--- src/rtl/trace_monitor.sv ---
`default_nettype none
// ============================================================================
// Module      : trace_monitor
// Description : Pipeline trace and halt monitor for a 5-stage Nios II core.
//               Timestamps fetched PC/instruction pairs into a trace FIFO,
//               shadows two architectural registers from the write-back
//               port, detects program end (PC >= halt_pc with the watched
//               register zero) and latches the result register on halt.
// Ports       : clk, rst (async, active-high)
//               en, clear                      - capture control
//               pc_valid, pc, instr            - fetch-stage snoop
//               wb_en, wb_addr, wb_data        - write-back snoop
//               halt_pc                        - halt address (unsigned)
//               rd_valid/rd_ready, rd_stamp/rd_pc/rd_instr - trace readout
//               cycles, overflow, drop_count, busy, done, result - status
// Revision    : 1.0 - initial release
// ============================================================================
module trace_monitor #(
    parameter int DATA_W     = 32,
    parameter int DEPTH      = 16,
    parameter int CNT_W      = 32,
    parameter int WATCH_REG  = 4,
    parameter int RESULT_REG = 5
) (
    input  logic              clk,
    input  logic              rst,
    input  logic              en,
    input  logic              clear,
    input  logic              pc_valid,
    input  logic [DATA_W-1:0] pc,
    input  logic [DATA_W-1:0] instr,
    input  logic              wb_en,
    input  logic [4:0]        wb_addr,
    input  logic [DATA_W-1:0] wb_data,
    input  logic [DATA_W-1:0] halt_pc,
    output logic              rd_valid,
    input  logic              rd_ready,
    output logic [CNT_W-1:0]  rd_stamp,
    output logic [DATA_W-1:0] rd_pc,
    output logic [DATA_W-1:0] rd_instr,
    output logic [CNT_W-1:0]  cycles,
    output logic              overflow,
    output logic [7:0]        drop_count,
    output logic              busy,
    output logic              done,
    output logic [DATA_W-1:0] result
);

    localparam int         c_AW         = $clog2(DEPTH);
    localparam int         c_REC_W      = CNT_W + 2 * DATA_W;
    localparam logic [4:0] c_WATCH_IDX  = 5'(WATCH_REG);
    localparam logic [4:0] c_RESULT_IDX = 5'(RESULT_REG);

    localparam logic [1:0] c_ST_IDLE  = 2'd0;
    localparam logic [1:0] c_ST_RUN   = 2'd1;
    localparam logic [1:0] c_ST_DRAIN = 2'd2;
    localparam logic [1:0] c_ST_DONE  = 2'd3;

    logic [1:0]         r_state;
    logic [1:0]         w_state_next;
    logic [c_REC_W-1:0] r_mem [DEPTH];
    logic [c_AW:0]      r_wr_ptr;
    logic [c_AW:0]      r_rd_ptr;
    logic [CNT_W-1:0]   r_cycles;
    logic               r_overflow;
    logic [7:0]         r_drop_count;
    logic               r_busy;
    logic               r_done;
    logic [DATA_W-1:0]  r_result;
    logic [DATA_W-1:0]  r_shadow_watch;
    logic [DATA_W-1:0]  r_shadow_result;

    logic               w_empty;
    logic               w_full;
    logic               w_pop;
    logic               w_push_req;
    logic               w_push;
    logic               w_drop;
    logic               w_halt;
    logic [CNT_W-1:0]   w_cycles_inc;
    logic [DATA_W-1:0]  w_watch_next;
    logic [DATA_W-1:0]  w_result_next;
    logic [c_REC_W-1:0] w_head;

    // Pointers carry one extra wrap bit so full and empty are distinguishable.
    assign w_empty = (r_wr_ptr == r_rd_ptr);
    assign w_full  = (r_wr_ptr[c_AW] != r_rd_ptr[c_AW]) &&
                     (r_wr_ptr[c_AW-1:0] == r_rd_ptr[c_AW-1:0]);
    assign w_pop   = !w_empty && rd_ready;

    // Saturating increment; the stamp uses the same value so it counts the
    // current cycle.
    assign w_cycles_inc = (r_cycles == '1) ? r_cycles : r_cycles + CNT_W'(1);

    assign w_push_req = (r_state == c_ST_RUN) && en && pc_valid;
    // When full, a simultaneous pop frees the head slot, which is exactly the
    // slot the write pointer addresses, so the push can be accepted.
    assign w_push     = w_push_req && (!w_full || w_pop);
    assign w_drop     = w_push_req && w_full && !w_pop;
    // Uses the registered shadow: a same-cycle write-back is not yet visible.
    assign w_halt     = w_push_req && (pc >= halt_pc) && (r_shadow_watch == '0);

    // Shadow register index 0 stays constant zero.
    assign w_watch_next  = (wb_en && (wb_addr == c_WATCH_IDX) && (c_WATCH_IDX != 5'd0))
                           ? wb_data : r_shadow_watch;
    assign w_result_next = (wb_en && (wb_addr == c_RESULT_IDX) && (c_RESULT_IDX != 5'd0))
                           ? wb_data : r_shadow_result;

    always_comb begin
        w_state_next = r_state;
        case (r_state)
            c_ST_IDLE:  if (en)      w_state_next = c_ST_RUN;
            c_ST_RUN:   if (w_halt)  w_state_next = c_ST_DRAIN;
            c_ST_DRAIN: if (w_empty) w_state_next = c_ST_DONE;
            default:                 w_state_next = r_state;
        endcase
        if (clear) w_state_next = c_ST_IDLE;
    end

    // Storage array has no reset; validity is tracked by the pointers.
    always_ff @(posedge clk) begin
        if (w_push && !clear) begin
            r_mem[r_wr_ptr[c_AW-1:0]] <= {w_cycles_inc, pc, instr};
        end
    end

    always_ff @(posedge clk or posedge rst) begin
        if (rst) begin
            r_state         <= c_ST_IDLE;
            r_wr_ptr        <= '0;
            r_rd_ptr        <= '0;
            r_cycles        <= '0;
            r_overflow      <= 1'b0;
            r_drop_count    <= 8'd0;
            r_busy          <= 1'b0;
            r_done          <= 1'b0;
            r_result        <= '0;
            r_shadow_watch  <= '0;
            r_shadow_result <= '0;
        end else if (clear) begin
            r_state         <= c_ST_IDLE;
            r_wr_ptr        <= '0;
            r_rd_ptr        <= '0;
            r_cycles        <= '0;
            r_overflow      <= 1'b0;
            r_drop_count    <= 8'd0;
            r_busy          <= 1'b0;
            r_done          <= 1'b0;
            r_result        <= '0;
            r_shadow_watch  <= '0;
            r_shadow_result <= '0;
        end else begin
            r_state         <= w_state_next;
            r_busy          <= (w_state_next == c_ST_RUN) || (w_state_next == c_ST_DRAIN);
            r_done          <= (w_state_next == c_ST_DONE);
            r_shadow_watch  <= w_watch_next;
            r_shadow_result <= w_result_next;
            if (w_push) r_wr_ptr <= r_wr_ptr + 1'b1;
            if (w_pop)  r_rd_ptr <= r_rd_ptr + 1'b1;
            if ((r_state == c_ST_RUN) && en) r_cycles <= w_cycles_inc;
            if (w_drop) begin
                r_overflow <= 1'b1;
                if (r_drop_count != 8'hFF) r_drop_count <= r_drop_count + 8'd1;
            end
            // Result includes any write-back landing in the transition cycle.
            if ((r_state == c_ST_DRAIN) && w_empty) r_result <= w_result_next;
        end
    end

    assign w_head   = r_mem[r_rd_ptr[c_AW-1:0]];
    assign rd_valid = !w_empty;
    assign rd_stamp = rd_valid ? w_head[c_REC_W-1 -: CNT_W]  : '0;
    assign rd_pc    = rd_valid ? w_head[2*DATA_W-1 -: DATA_W] : '0;
    assign rd_instr = rd_valid ? w_head[DATA_W-1:0]           : '0;

    assign cycles     = r_cycles;
    assign overflow   = r_overflow;
    assign drop_count = r_drop_count;
    assign busy       = r_busy;
    assign done       = r_done;
    assign result     = r_result;

endmodule
`default_nettype wire

--- config.mk ---
export PLATFORM = sky130hd
export DESIGN_NAME = trace_monitor
export DESIGN_NICKNAME = d
export VERILOG_FILES = /design/src/rtl/trace_monitor.sv
export SDC_FILE = /design/constraint.sdc
export NUM_CORES = 1
export LEC_CHECK = 0
export ABC_AREA = 1
export BUFFER_PORTS_ARGS = -buffer_cell sky130_fd_sc_hd__buf_2
export CAP_MARGIN = 15
export CORE_MARGIN = 5
export CORE_UTILIZATION = 35
export DETAILED_ROUTE_END_ITERATION = 7
export GPL_TIMING_DRIVEN = 1
export PLACE_DENSITY = 0.52
export SLEW_MARGIN = 20
export SYNTH_ARGS = -nofsm -noshare
export SYNTH_HDL_FRONTEND = slang
export SYNTH_SLANG_ARGS = --single-unit
--- constraint.sdc ---
create_clock -name clk -period 8.45 [get_ports clk]
set_clock_uncertainty 0.15 [all_clocks]
set_input_delay 0.845 -clock clk [delete_from_list [all_inputs] [get_ports clk]]
set_output_delay 0.845 -clock clk [all_outputs]
set_load 0.01 [all_outputs]
==> results of run 1 <==
## worst paths after layout
kind                                         start                       endpoint  slack (ps)  cells past startpoint
max                        r_rd_ptr[2]$_DFFE_PP0P_                   rd_stamp[18]        2370                      8
min                                     wb_data[5]  r_shadow_watch[5]$_DFFE_PP0P_         170                      3
min reg2reg                 result[30]$_DFFE_PP0P_         result[30]$_DFFE_PP0P_         330                      2
max in group asynchronous                      rst        r_rd_ptr[0]$_DFFE_PP0P_        6200                      5
max reg2reg                r_rd_ptr[2]$_DFFE_PP0P_         r_mem[1][19]$_DFFE_PP_        3310                      9
min in group asynchronous                      rst         cycles[19]$_DFFE_PP0P_         400                      3
## synth_stat cells, types with 2 or more instances
library cell / count / area (µm²)
nor3_2: 3 / 30.0
buf_1: 11 / 41.3
nor2_1: 862 / 3240
dfrtp_1: 151 / 3780
nand2_1: 460 / 1730
nor3b_1: 2 / 15.0
o221ai_1: 154 / 1350
inv_1: 143 / 537
nor2_2: 4 / 25.0
nor4_1: 8 / 50.1
nand4_1: 10 / 62.6
ha_1: 40 / 500
o21a_1: 4 / 30.0
clkinv_1: 3 / 11.3
a21o_1: 2 / 15.0
buf_4: 12 / 90.1
o21ai_1: 24 / 120
buf_6: 38 / 428
a22o_1: 3 / 26.3
nand3_1: 115 / 576
inv_2: 3 / 11.3
o31ai_1: 2 / 15.0
a31oi_1: 96 / 601
o21ai_0: 843 / 4220
buf_2: 70 / 350
o21ai_2: 9 / 78.8
o22ai_1: 234 / 1460
nor2_4: 2 / 22.5
edfxtp_1: 1536 / 46100
o211ai_1: 38 / 285
nor3_1: 16 / 80.1
xor2_1: 33 / 289
a21oi_1: 47 / 235
xnor2_1: 3 / 26.3
clkbuf_1: 223 / 837
## worst min-delay path: cells and delay by family
kind	cells	cell delay, ps
buffers and inverters	2	160
AOI/OAI and AO/OA	1	80
## through the flow
step	worst slack [ps]	cells	cell area, µm²	hold WS, ps	util, %
after floorplan	2230	5214	67400	327	-
after CTS	2270	8089	76700	113	40.0
after detailed placement	3170	7766	71200	310	37.1
after global placement	3170	7764	71100	311	37.0
after global routing	2180	8093	76800	150	40.0
final	2370	8100	76800	171	40.0
## layer usage
layer	global-route usage, %	routed length [µm]	vias up
li1	-	-	19700
met1	26.0	86300	21900
met2	29.8	90400	1300
met3	3.93	13100	223
met4	4.83	4080	6
met5	0	34	-
## flip-flops by register name (all words and copies together) (netlist names)
register         cells
r_rd_ptr             5
r_shadow_watch      32
r_wr_ptr             5
r_state              2
cycles              32
result              32
overflow             1
r_shadow_result     32
drop_count           8
busy                 1
r_mem             1536
done                 1
## timing repair
item	4_1_cts	5_1_grt
resized for setup	0	0
hold buffers	0	1
buffers inserted	0	0
endpoints found under the hold margin	0	22
## power by group through the flow
| stage | registers, µW | logic (µW) | clock network (µW) |
|---|---|---|---|
| finish | 9100 | 943 | 7470 |
| detailed placement | 9270 | 955 | 0 |
| CTS | 9100 | 957 | 7640 |
| global route | 9100 | 1050 | 8010 |
| floorplan | 9270 | 594 | 0 |
| global placement | 9270 | 944 | 0 |
## cells in the final DEF (no fill, tap or decap), drive strengths merged
master	count
a22o	3
nand3	116
nor3b	2
and2	1
a21o	2
buf	381
o221ai	154
a21oi	48
diode	9
o31ai	2
dfrtp	151
nor4	8
o211ai	38
bufinv	6
nor2	868
a31oi	96
xor2	33
o21a	4
or2	1
clkbuf	224
xnor2	3
nand4	10
o21bai	1
inv	155
nand2	461
o22ai	234
ha	40
dlygate4sd3	1
clkinv	85
edfxtp	1536
o21ai	876
nand3b	1
clkinvlp	4
nor3	20
## area by class of cell
type                    count  area share [%]
diodes                      9          0.0293
clock buffers             224            6.11
clock inverters            99            1.15
inverters                 151           0.805
multi-input cells        3022            19.9
flip-flops and latches   1687            65.0
well taps                2526            4.12
repair buffers            382            2.90
## kinds of logic (layout without fill, tap and decap cells)
kind of cell               count (synthesis)  in the layout
and+or+nand+nor                         1488           1488
adders and majority gates                 40             40
AOI/OAI and AO/OA                       1458           1458
DFF                                     1687           1687
other                                      0              9
xor gates and xnor gates                  36             36
buffers and inverters                    505            856
==> flow_summary.toml, run 1 <==
[run_status]
outcome = "finished, final reports clean"

[worst_setup_path]
crit_path_max_fanout = 65
start_kind = "flop"
critPathBufInv = 4
crit_type = "flop to primary output"
crit_top_cell = "buf_4"
cpMaxStageDelayCell = "buf_4"
crit_chain = "buf_4 -> xor2_1 -> nor2_2 -> nand3_2 -> inv_6 -> buf_4 -> a31oi_1 -> buf_2"
worstSetupEndpointType = "primary output"
slowest_delay_ps = 870
arrival_ps = 5090
crit_family = "buffers and inverters"
cp_data_required_time_ps = 7460

[power]
p_int_uw = 13500
p_switching_uw = 4040
power.total_uw = 17500
netSwitchingFraction_pct = 23.1
combinationalPowerShare_pct = 5.4
p_leak_uw = 0.0265
seqPwrFrac_pct = 52.0
clockPowerShare_pct = 42.7
p_per_area_mw_per_mm2 = 228
peakVddDrop_uv = 158

[drt]
wl_per_cell_um = 23.9
via_per_inst = 5.32
vias = 43100
ant_nets = 0
wirelength_um = 194000
drtPass1Iterations = 6
drtIter0Drc = 3951
drc = 0

[logic_synthesis]
synth_cell_type_count = 45
synth_nets = 5394
ys.flop_type = "edfxtp_1"
yosys.area_share.simple_pct = 8.72
netlist_instances = 5214
synth_top_family_by_area = "compound AO/OA/AOI/OAI gates"
synth-seq-cells = 1687
yosysSeqAreaShare_pct = 74.1
yosysWarnings = 0
synth_edf_count = 1536
synth_compound_area_share_pct = 12.5
ys_async_sr_fraction_pct = 8.95
synthAdderAreaFrac_pct = 0.743
netlist_area_mm2 = 0.0674
synthXorXnorAreaFrac_pct = 0.468
postSynthAreaPerCell_um2 = 12.9
muxShareOfSynthArea_pct = 0

[clocking]
cts_sinks = 1687
worstSkewPairLatency_ps = 820
cts-root-buf = "clkbuf_16"
clkSlewWorstSetupHoldPaths_ps = 60
clk_path_buf_depth = 3
cts_tree = "built"
numCtsBuffers = 179
htree_levels = 4

[sta]
rsz0062_at_grt = "false"
tightestPinTransition_ps = 1240
drv_slew = 0
tns_ps = 0
post-route-min-period_ps = 6080
max_clock_freq_mhz = 164
setup_viol = 0
hold_viol_final = 0
slew_headroom_pct = 17.1
period_share_pct = 72.0

[finish]
multi_input_area_mm2 = 0.0153
syn_to_final_growth_pct = 14.0
fillCellCount = 18100
nets = 5603
layout-drive-gt1-share_pct = 11.9
regArea_mm2 = 0.0499

[floorplan]
initial_core_util_pct = 35.1
core_mm2 = 0.192
die_x_um = 449
boundaryPins = 312
die_area_mm2 = 0.201
die-height_um = 449
row_count = 161

[global_route]
grt_pass1_vias = 42400
antenna_found_initial = 21
grt-ovfl-total = 0
grt_pass1_wl_um = 286000
grt_max_degree = 248
grt_usage_pct = 18.6

[worst_hold_path]
hp-class = "primary input to flop"

[placed_design]
hpwl_um = 104000
gp_congestion = 0.802
io_buffers = 311

[run]
cap_violations = 0
Note: power is estimated with default switching activity, not from simulation.
==> run 2, diff against run 1 <==
Clock period 8.45 ns to 5.6 ns, I/O delays scaled along.
==> run 2 against run 1 <==
Net effect: hold slack got worse by 72 ps; count of clock-buffer cells in the layout rose by 1; via count rose by 0.54%; final area rose by 1.8%; critical path type unchanged; largest power group unchanged; highest routed layer unchanged; flip-flop and latch count did not move; combinational power rose by 57%; critical endpoint is now rd_pc[25]; sequential share of layout area fell by 1.2 points; cell count rose by 1.3%.
==> flow_summary.toml, run 2 (synthesis results as in run 1) <==
[worst_setup_path]
r2r-end = "r_mem[2][23]$_DFFE_PP_"
start_kind = "flop"
cp_data_required_time_ps = 4890
r2r_cells = 9
reg2reg_slack_ps = 1700
crit_path_max_fanout = 212
worstSetupEndpointType = "primary output"
arrival_ps = 4350
crit_type = "flop to primary output"
r2r_start = "r_rd_ptr[1]$_DFFE_PP0P_"

[clocking]
numCtsBuffers = 179
clkSlewWorstSetupHoldPaths_ps = 60
cts-root-buf = "clkbuf_16"
cts_tree = "built"
post_cts_resize_count = 0
worstSkewPairLatency_ps = 820
cts_sinks = 1687
clk_path_buf_depth = 3
htree_levels = 4

[drt]
drc = 0
via_per_inst = 5.28
wl_per_cell_um = 23.5
ant_nets = 0
vias = 43400
drtPass1Iterations = 5
wirelength_um = 193000
drtIter0Drc = 3753

[global_route]
grt_usage_pct = 18.6
grt_pass1_wl_um = 286000
grt_pass1_vias = 42400
grt-ovfl-total = 0
grt_max_degree = 215
antenna_found_initial = 13

[power]
combinationalPowerShare_pct = 5.6
p_int_uw = 20700
netSwitchingFraction_pct = 22.6
p_switching_uw = 6030
peakVddDrop_uv = 253
seqPwrFrac_pct = 51.4
power.total_uw = 26700
p_leak_uw = 0.0270
clockPowerShare_pct = 43.0
p_per_area_mw_per_mm2 = 342

[sta]
period_share_pct = 90.4
drv_slew = 0
rsz0062_at_grt = "false"
max_clock_freq_mhz = 198
hold_viol_final = 0
post-route-min-period_ps = 5060
setup_viol = 0
tightestPinTransition_ps = 1210
slew_headroom_pct = 19.2

[floorplan]
die_area_mm2 = 0.201
die_x_um = 449
boundaryPins = 312
initial_core_util_pct = 35.1
core_mm2 = 0.192
die-height_um = 449
row_count = 161

[finish]
nets = 5711
final_cell_mix = "edfxtp_1 (1,536), nor2_1 (844), o21ai_0 (843)"
syn_to_final_growth_pct = 16.1
fin_util_pct = 40.7
final_common_cell = "edfxtp_1"
layout-drive-gt1-share_pct = 12.0
largest_reg_flops = 1536

[placed_design]
gp_congestion = 0.777
hpwl_um = 101000
io_buffers = 311

[run_status]
outcome = "finished, final reports clean"

[worst_hold_path]
hp-class = "primary input to flop"
holdPathEnd = "r_mem[8][63]$_DFFE_PP_"
holdPathStages = 1
min_from = "pc[31]"

[run]
cap_violations = 0
==> run 2: changes by cell type in the layout (fill, tap and decap cells not counted), sizes merged, moves of 3 or more <==
| cell | delta |
|---|---|
| buf | +11 |
| dlygate4sd3 | +97 |
| diode | -4 |
| clkinv | -3 |
| bufinv | +7 |
==> run 2: how the worst max path moves through the flow <==
| stage | start | to | slack [ps] | cells past startpoint |
|---|---|---|---|---|
| 6_report | r_rd_ptr[0]$_DFFE_PP0P_ | rd_pc[25] | 540 | 7 |
| 5_1_grt | r_rd_ptr[0]$_DFFE_PP0P_ | rd_pc[25] | 230 | 7 |
| 4_1_cts | r_rd_ptr[0]$_DFFE_PP0P_ | rd_pc[25] | 390 | 7 |
| 3_5_place_dp | r_rd_ptr[0]$_DFFE_PP0P_ | rd_pc[25] | 1290 | 7 |
| 3_3_place_gp | r_rd_ptr[0]$_DFFE_PP0P_ | rd_pc[25] | 1350 | 7 |
| 2_1_floorplan | r_state[0]$_DFF_PP0_ | r_mem[0][0]$_DFFE_PP_ | -370 | 10 |
==> run 2: per-layer routing <==
layer  track usage (%)  routed length, µm
met5                 0                 27
met4              5.63               5450
met3              3.96              12200
met2              29.8              90200
met1              25.5              85000
==> run 2: power groups by stage <==
stage               Sequential [µW]  Clock [µW]  Combinational, µW
finish                        13700       11500               1480
global route                  13700       12300               1650
CTS                           13700       11800               1510
detailed placement            14000           0               1450
global placement              14000           0               1430
floorplan                     14000           0                892
==> run 2: critical path, stage by stage, from the launching register on <==
cell	delay (ps)
dfrtp_4	940
buf_12	660
buf_4	570
o21ai_0	170
o221ai_1	320
o211ai_1	140
a31oi_1	370
buf_2	210
==> run 2: metrics by stage <==
stage / cell area (µm²) / TNS [ps] / hold WS (ps) / instances / worst slack, ps
2_1_floorplan: 67400 / -502000 / 327 / 5214 / -367
3_3_place_gp: 71500 / 0 / 313 / 7776 / 1350
3_5_place_dp: 71500 / 0 / 311 / 7777 / 1290
4_1_cts: 78200 / 0 / 2.62 / 8203 / 394
5_1_grt: 78200 / 0 / 51.1 / 8207 / 234
6_report: 78200 / 0 / 99.6 / 8209 / 539
==> run 2: cell type report <==
class | count | area [µm²]
fill | 17900 | 114000
clock inverter | 103 | 981
inverter | 151 | 618
sequential | 1687 | 49900
multi-input combinational | 3022 | 15300
clock buffer | 225 | 4700
antenna | 5 | 12.5
timing repair buffer | 490 | 3540
tap | 2526 | 3160
==> run 2: timing repair <==
| item | CTS | global route |
|---|---|---|
| endpoints found under the hold margin | 1146 | 0 |
| hold buffers | 98 | 0 |
| buffers inserted | 0 | 0 |
